**src/rtl/ifu_fetch_pkg.sv**
```systemverilog
// Shared definitions for the instruction fetch unit.
// Holds:
//   - the canonical NOP encoding (addi x0, x0, 0), which is presented before the
//     first fetch and for fetches that were never sent to memory;
//   - the fetch FSM state encoding;
//   - the default reset PC.
package ifu_fetch_pkg;

  localparam logic [31:0] NOP        = 32'h0000_0013;
  localparam logic [31:0] IFU_RST_PC = 32'h8000_0000;

  typedef enum logic [2:0] {
    IFU_IDLE = 3'd0,
    IFU_REQ  = 3'd1,
    IFU_WAIT = 3'd2,
    IFU_HOLD = 3'd3,
    IFU_DROP = 3'd4
  } ifu_state_e;

endpackage

```
**src/rtl/ifu_fetch.sv**
```systemverilog
// ifu_fetch: instruction fetch unit feeding the decode stage.
// Holds the architectural PC and keeps one instruction-memory read in flight
// at a time. The fetched word is presented to decode with its PC. Redirects
// from execute (branches, jal/jalr, traps, mret) replace the PC; a fetch that
// is already in flight on the wrong path is drained and its data discarded.
//
// Ports:
//   clk, rst                 core clock, asynchronous active-high reset
//   jump_valid, jump_pc      one-cycle redirect pulse and its target
//   imem_req_valid/ready     fetch request handshake, address on imem_req_addr
//   imem_rsp_valid/ready     response handshake, imem_rsp_data / imem_rsp_err
//   inst_out, PC             instruction word and its PC for decode
//   inst_valid, inst_ready   decode handshake
//   fetch_fault              {misalign, access_fault} of the presented word
//
// Build option: IFU_MISALIGN_CHECK_EN. When defined, a redirect to a target
// that is not word aligned skips memory and presents a NOP flagged as a
// misaligned fetch. When undefined, the low two target bits are cleared and
// fetch_fault[1] is always 0.
//
// Every output is either a register or a decode of the state register, so
// there is no combinational path from any input to any output.
module ifu_fetch
  import ifu_fetch_pkg::*;
#(
  parameter int                  DATA_LEN = 32,
  parameter logic [DATA_LEN-1:0] RST_PC   = DATA_LEN'(IFU_RST_PC)
) (
  input  logic                clk,
  input  logic                rst,
  input  logic                jump_valid,
  input  logic [DATA_LEN-1:0] jump_pc,
  output logic                imem_req_valid,
  input  logic                imem_req_ready,
  output logic [DATA_LEN-1:0] imem_req_addr,
  input  logic                imem_rsp_valid,
  output logic                imem_rsp_ready,
  input  logic [31:0]         imem_rsp_data,
  input  logic                imem_rsp_err,
  output logic [31:0]         inst_out,
  output logic [DATA_LEN-1:0] PC,
  output logic                inst_valid,
  input  logic                inst_ready,
  output logic [1:0]          fetch_fault
);

  localparam logic [DATA_LEN-1:0] PC_STEP    = DATA_LEN'(4);
  localparam logic [DATA_LEN-1:0] ALIGN_MASK = ~DATA_LEN'(3);

  ifu_state_e          state_reg, state_next;
  logic [DATA_LEN-1:0] pc_reg, pc_next;
  logic [DATA_LEN-1:0] redir_pc_reg, redir_pc_next;
  logic                redir_pend_reg, redir_pend_next;
  logic [31:0]         inst_reg, inst_next;
  logic [DATA_LEN-1:0] inst_pc_reg, inst_pc_next;
  logic [1:0]          fault_reg, fault_next;

  // Redirect bookkeeping shared by every state that restarts fetching.
  logic                take_redirect;
  logic [DATA_LEN-1:0] redirect_target;

  always_ff @(posedge clk or posedge rst) begin
    if (rst) begin
      state_reg      <= IFU_IDLE;
      pc_reg         <= RST_PC;
      redir_pc_reg   <= RST_PC;
      redir_pend_reg <= 1'b0;
      inst_reg       <= NOP;
      inst_pc_reg    <= RST_PC;
      fault_reg      <= 2'b00;
    end else begin
      state_reg      <= state_next;
      pc_reg         <= pc_next;
      redir_pc_reg   <= redir_pc_next;
      redir_pend_reg <= redir_pend_next;
      inst_reg       <= inst_next;
      inst_pc_reg    <= inst_pc_next;
      fault_reg      <= fault_next;
    end
  end

  always_comb begin
    state_next      = state_reg;
    pc_next         = pc_reg;
    redir_pc_next   = redir_pc_reg;
    redir_pend_next = redir_pend_reg;
    inst_next       = inst_reg;
    inst_pc_next    = inst_pc_reg;
    fault_next      = fault_reg;
    take_redirect   = 1'b0;
    redirect_target = jump_pc;

    unique case (state_reg)
      IFU_IDLE: begin
        if (jump_valid) take_redirect = 1'b1;
        else            state_next    = IFU_REQ;
      end
      IFU_REQ: begin
        if (jump_valid) begin
          if (imem_req_ready) begin
            // The old address is already with memory: drain its response.
            redir_pc_next   = jump_pc;
            redir_pend_next = 1'b1;
            state_next      = IFU_DROP;
          end else begin
            // Not yet accepted, so the address may still change.
            take_redirect = 1'b1;
          end
        end else if (imem_req_ready) begin
          state_next = IFU_WAIT;
        end
      end
      IFU_WAIT: begin
        if (imem_rsp_valid) begin
          if (jump_valid) begin
            take_redirect = 1'b1;  // response consumed and thrown away
          end else begin
            inst_next    = imem_rsp_data;
            inst_pc_next = pc_reg;
            fault_next   = {1'b0, imem_rsp_err};
            state_next   = IFU_HOLD;
          end
        end else if (jump_valid) begin
          redir_pc_next   = jump_pc;
          redir_pend_next = 1'b1;
          state_next      = IFU_DROP;
        end
      end
      IFU_HOLD: begin
        // A redirect beats a simultaneous accept by decode.
        if (jump_valid) begin
          take_redirect = 1'b1;
        end else if (inst_ready) begin
          pc_next    = pc_reg + PC_STEP;
          state_next = IFU_REQ;
        end
      end
      IFU_DROP: begin
        if (imem_rsp_valid) begin
          take_redirect   = 1'b1;
          redirect_target = jump_valid ? jump_pc : redir_pc_reg;
        end else if (jump_valid) begin
          redir_pc_next = jump_pc;  // latest redirect wins
        end
      end
      default: state_next = IFU_IDLE;
    endcase

    if (take_redirect) begin
      redir_pend_next = 1'b0;
`ifdef IFU_MISALIGN_CHECK_EN
      pc_next = redirect_target;
      if (redirect_target[1:0] != 2'b00) begin
        // Never sent to memory: present a NOP that decode will trap on.
        inst_next    = NOP;
        inst_pc_next = redirect_target;
        fault_next   = 2'b10;
        state_next   = IFU_HOLD;
      end else begin
        state_next = IFU_REQ;
      end
`else
      pc_next    = redirect_target & ALIGN_MASK;
      state_next = IFU_REQ;
`endif
    end
  end

  assign imem_req_valid = (state_reg == IFU_REQ);
  assign imem_req_addr  = pc_reg;
  assign imem_rsp_ready = (state_reg == IFU_WAIT) || (state_reg == IFU_DROP);
  assign inst_valid     = (state_reg == IFU_HOLD);
  assign inst_out       = inst_reg;
  assign PC             = inst_pc_reg;
  // Bit 1 can only be set by the misalign path, which is absent unless enabled.
  assign fetch_fault    = fault_reg;

endmodule

```
**config.mk**
```make
export PLATFORM = sky130hd
export DESIGN_NAME = ifu_fetch
export DESIGN_NICKNAME = d
export VERILOG_FILES = /design/src/rtl/ifu_fetch_pkg.sv /design/src/rtl/ifu_fetch.sv
export SDC_FILE = /design/constraint.sdc
export NUM_CORES = 1
export LEC_CHECK = 0
export BUFFER_PORTS_ARGS = -buffer_cell sky130_fd_sc_hd__clkbuf_2
export CORE_ASPECT_RATIO = 0.75
export CORE_MARGIN = 2
export CORE_UTILIZATION = 52
export DETAILED_ROUTE_END_ITERATION = 8
export MAX_ROUTING_LAYER = met4
export PLACE_DENSITY_LB_ADDON = 0.12
export SYNTH_ARGS = -nofsm -noshare
export SYNTH_HDL_FRONTEND = slang
export SYNTH_SLANG_ARGS = --single-unit
```
**constraint.sdc**
```tcl
create_clock -name clk -period 5.3 [get_ports clk]
set_input_delay 1.06 -clock clk [delete_from_list [all_inputs] [get_ports clk]]
set_output_delay 1.06 -clock clk [all_outputs]
set_load 0.05 [all_outputs]
```
==> results.cfg, run 1 <==
[outcome]
run_status = finished clean

[synthesis]
synth_edf_count = 0
postSynthRegisterBits = 126
synth_top_flop_cell = dfrtp_1
synth_warnings = 0
number_of_library_cell_types_mapped_by_synthesis = 47
syn-instance-count = 481
synth_area_mm2 = 0.00604
syn_avg_cell_area_um2 = 12.6
fraction_of_registers_with_async_set_reset_pct = 100
synth_sequential_area_ratio_pct = 52.3

[routing]
drtPass1Iterations = 6
routed_wl_per_cell_um = 18.2
antenna_left = 0
drtIter0Drc = 243
drcViolationCount = 0
routed_wirelength_um = 14500
num_vias = 4655
detail_route.vias_per_cell = 5.84

[clocking]
tritoncts_num_sinks = 126
clk_pin_slew_ns = 0.06
tritoncts.num_buffers = 17
clock_tree_from_tritoncts = built
cts.path.max_buffers = 2
post_cts_resize_count = 0
cts_hold_repair.buffers = 0
htree_num_levels = 4
cts_setup_buffers = 0
cts.root.buffer_cell = clkbuf_16
clk_latency_ns = 0.42

[global_route]
grt_antenna_before_repair = 0
largest_net_degree_at_the_start_of_global_routing = 60
via_count_of_the_first_global_routing_pass = 4525
track_usage_pct = 25.1
first_pass_grt_wire_length_um = 23400
global_route.overflow_total = 0

[setup_path]
critical_path.cell_chain = nor3b_2 -> nor2b_1 -> o21ai_2 -> buf_4 -> mux2_1
worst_path_largest_cell_delay_ns = 1.06
critical_path.endpoint_type = register
crit_path_start_kind = register
worst-endpoint-arrival_ns = 3.32
cpLargestDelayFamily = simple AND/OR/NAND/NOR gates
critical_path_peak_fanout = 23
cp_num_buf_inv = 1
path_class = register to register
cp_slowest_cell = nor3b_2
critical_path_required_ns = 5.59

[finish]
final_cell_mix = clkbuf_2 (164), dfrtp_1 (120), mux2_2 (64)
final_cells = 797
design.final.nets = 712
antenna_diode_count = 0
largest_register_ff_count = 32
postLayoutCellArea_mm2 = 0.00759
final_common_cell = clkbuf_2
ratio_of_cells_with_drive_above_1_in_the_final_layout_pct = 43.6
layout-area-overhead-vs-synth_pct = 25.7

[floorplanning]
start_util_pct = 52.8
die-width_um = 128
dieArea_mm2 = 0.0125
std_cell_rows = 34
die_height_um = 97.3
placeableCoreArea_mm2 = 0.0114
num_io_pins = 172

[place]
place_congestion = 0.885
dp_hpwl_um = 10000
placedInstanceArea_mm2 = 0.00693
port_buffers = 164
placed_cells_incl_taps = 765

[timing]
finalCritPeriodShare_pct = 57.0
clock_skew_ns = 0.00544
max_freq_ghz = 0.331
report.final.hold_viol_count = 0
final.hold.worst_slack_ns = 0.482
timing.setup.tns_ns = 0
rsz_0062_raised_after_global_routing = false
final-max-slew-violation-count = 0
slew_headroom_pct = 16.1
timing.final.crit_period_ns = 3.02
setup-violations-final = 0
worst_slew_pin_slew_ns = 1.25

[power_and_ir_drop]
power.density_cell_area_mw_per_mm2 = 749
leakagePower_uw = 0.00365
ir_worst_vdd_uv = 473

[flow_run]
timing.max_cap.violations = 0

[worst_hold_path]
hp-class = register to register
-- power breakdown --
group | leakage (uW) | total, uW | internal (uW) | switching (uW)
clock network | 0.000316 | 1290 | 871 | 422
logic | 0.00181 | 2530 | 723 | 1800
registers | 0.00152 | 1870 | 1430 | 433
-- synth_stat cells (8+ instances only) --
master / count / share of area (%)
and3_1: 26 / 2.7
xnor2_1: 8 / 1.2
nand4_1: 9 / 0.93
dfrtp_1: 120 / 50
a221oi_1: 20 / 2.9
mux2i_1: 21 / 3.5
mux2_1: 30 / 5.6
nand3_1: 9 / 0.75
nand2_1: 13 / 0.81
or4_1: 12 / 1.5
buf_2: 15 / 1.2
o31ai_1: 11 / 1.4
a31oi_1: 21 / 2.2
mux2_2: 64 / 12
clkbuf_1: 12 / 0.75
o21ai_0: 10 / 0.83
or3_1: 9 / 0.93
-- cells by family (layout without fill, tap and decap cells) --
group	after synthesis	after routing	share of synthesized area, %
DFF	126	126	52.3
and+or+nand+nor	117	117	13.4
muxes	115	115	21.0
AOI/OAI and AO/OA	69	69	7.91
buffers and inverters	42	210	3.67
xor gates and xnor gates	10	10	1.45
adders and majority gates	1	1	0.207
other	1	5	0.0621
-- worst reg2reg max path, stage by stage, from the launching register on --
cell and delay [ns]:
dfrtp_1 0.60, nor3b_2 1.07, nor2b_1 0.32, o21ai_2 0.25, buf_4 0.32, mux2_1 0.35
-- layer usage --
layer / vias up / part of all wire, % / global-route usage (%)
met4: 0 / 1.3 / 8.88
met5: - / 0 / -
met3: 20 / 6.8 / 5.67
li1: 2149 / - / -
met1: 2305 / 44 / 32.3
met2: 181 / 48 / 39.2
-- cell type report --
class                           instances  area [um2]
Clock buffer                           22         474
Clock inverter                         10         184
Fill cell                             867        3850
Inverter                                6        25.0
Multi-Input combinational cell        317        2690
Sequential cell                       126        3160
Tap cell                              144         180
Timing Repair Buffer                  172         881
-- per-stage QoR --
| stage | util [%] | worst slack, ns | total power [uW] |
|---|---|---|---|
| after floorplan | - | 0.894 | 3780 |
| after global placement | 60.6 | 2.04 | 4330 |
| after detailed placement | 60.6 | 1.90 | 4410 |
| after CTS | 66.3 | 2.30 | 5720 |
| after global routing | 66.3 | 2.02 | 5960 |
| final | 66.3 | 2.28 | 5690 |
-- final timing paths --
path | slack [ns] | endpoint | cells after the start | start
setup / recovery | 2.28 | redir_pc_reg[22] | 5 | state_reg[2]
hold / removal | 0.48 | redir_pc_reg[29] | 1 | redir_pc_reg[29]
setup reg to reg | 2.28 | redir_pc_reg[22] | 5 | state_reg[2]
min in group asynchronous | 0.61 | inst_out[10] | 2 | rst
max in group asynchronous | 3.61 | imem_req_addr[2] | 3 | rst
hold reg to reg | 0.48 | redir_pc_reg[29] | 1 | redir_pc_reg[29]
Note: power is estimated with default switching activity, not from simulation.
==> run 2, diff against run 1 <==
Settings changed: CORE_UTILIZATION 52 to 47.
Clock period 5.3 ns to 2.6 ns, I/O delays scaled along.
==> results.cfg, run 2 (synthesis results as in run 1) <==
[global_route]
first_pass_grt_wire_length_um = 24400
grt_antenna_before_repair = 2
via_count_of_the_first_global_routing_pass = 4649
track_usage_pct = 23.9
largest_net_degree_at_the_start_of_global_routing = 58
global_route.overflow_total = 0

[power_and_ir_drop]
ir_worst_vdd_uv = 1000
leakagePower_uw = 0.00367
power.density_cell_area_mw_per_mm2 = 1490

[finish]
final_core_util_pct = 61.9
ratio_of_cells_with_drive_above_1_in_the_final_layout_pct = 44.6
postLayoutCellArea_mm2 = 0.00768
final_cell_mix = clkbuf_2 (164), dfrtp_1 (120), mux2_2 (64)
largest_register_ff_count = 32
layout-area-overhead-vs-synth_pct = 27.1
design.final.nets = 722
final_common_cell = clkbuf_2

[routing]
antenna_left = 0
routed_wl_per_cell_um = 18.8
drtPass1Iterations = 5
routed_wirelength_um = 15600
num_vias = 4713
drtIter0Drc = 327
drcViolationCount = 0
detail_route.vias_per_cell = 5.67

[clocking]
post_cts_resize_count = 0
cts.path.max_buffers = 2
cts_hold_repair.buffers = 0
cts.root.buffer_cell = clkbuf_16
htree_num_levels = 4
tritoncts.num_buffers = 17
cts_setup_buffers = 0
tritoncts_num_sinks = 126
clock_tree_from_tritoncts = built
clk_pin_slew_ns = 0.06
clk_latency_ns = 0.42

[timing]
timing.final.crit_period_ns = 2.27
slew_headroom_pct = 49.3
max_freq_ghz = 0.440
setup-violations-final = 0
layout_setup_ws_ns = 0.328
rsz_0062_raised_after_global_routing = false
final-max-slew-violation-count = 0
worst_slew_pin_slew_ns = 0.760
timing.setup.tns_ns = 0
final.hold.worst_slack_ns = 0.156
clock_skew_ns = 0.00640
report.final.hold_viol_count = 0
finalCritPeriodShare_pct = 87.4

[floorplanning]
die_height_um = 102
die-width_um = 135
dieArea_mm2 = 0.0138
std_cell_rows = 35
placeableCoreArea_mm2 = 0.0124
num_io_pins = 172
start_util_pct = 48.7

[setup_path]
worst-endpoint-arrival_ns = 2.56
critical_path_peak_fanout = 21
critical_path_required_ns = 2.89
critical_path.cell_chain = or3b_2 -> a21oi_1 -> o21ai_2 -> buf_12 -> mux2_1
rrSetupSlack_ns = 0.33
cpLargestDelayFamily = compound AO/OA/AOI/OAI gates
reg2regPathDepth = 5
timing.rr.end = redir_pc_reg[24]
r2r_start = state_reg[0]
critical_path.endpoint_type = register
timing.critical_path.to = redir_pc_reg[24]
cp_slowest_cell = dfrtp_1
setup.worst_path.start = state_reg[0]
cp_num_buf_inv = 1
worst_path_largest_cell_delay_ns = 0.64
path_class = register to register
crit_path_start_kind = register
worstSetupPathDepth = 5

[place]
place_congestion = 0.827
placedInstanceArea_mm2 = 0.00709
port_buffers = 164
dp_hpwl_um = 11100
dp_slack_ns = 0.320

[worst_hold_path]
hp-class = input port to asynchronous set/reset pin

[outcome]
run_status = finished clean

[flow_run]
timing.max_cap.violations = 0
[run 2: cell types whose count changed in the layout (fill, tap and decap cells not counted), sizes merged, moves of 2 or more]
cell      before  now
clkbuf       186  183
clkinv         3    5
clkinvlp       2    5
buf            8   18
bufinv         5    2
diode          0    2
[run 2: worst min-delay path by stage]
stage	endpoint
after floorplan	redir_pc_reg[11]
after global placement	redir_pc_reg[29]
after detailed placement	redir_pc_reg[29]
after CTS	PC[24]
after global routing	PC[23]
final	PC[23]
[run 2: final cells by class]
type                    count  area (um2)
flip-flops and latches    126        3160
inverters                   6        26.3
diodes                      2        5.00
clock buffers              19         443
fillers                  1001        4720
well taps                 166         208
multi-input cells         317        2690
repair buffers            182        1010
clock inverters            13         140
[run 2: metrics by stage]
stage | instances | power, uW
6_report | 831 | 11400
3_3_place_gp | 797 | 8970
4_1_cts | 829 | 11500
2_1_floorplan | 485 | 7710
5_1_grt | 831 | 12000
3_5_place_dp | 797 | 9130
[run 2: power by group]
part	leakage, uW	internal [uW]	switching (uW)
registers	0.00152	2920	817
logic	0.00187	1560	3800
clock network	0.000276	1440	893
total	0.00367	5920	5510
[run 2: per-layer routing]
| layer | global-route usage [%] | wire [um] | up-vias |
|---|---|---|---|
| met5 | - | 0 | - |
| met4 | 8.10 | 130 | 0 |
| met3 | 5.65 | 807 | 17 |
| met2 | 35.9 | 7570 | 143 |
| met1 | 32.1 | 7130 | 2391 |
| li1 | - | - | 2162 |
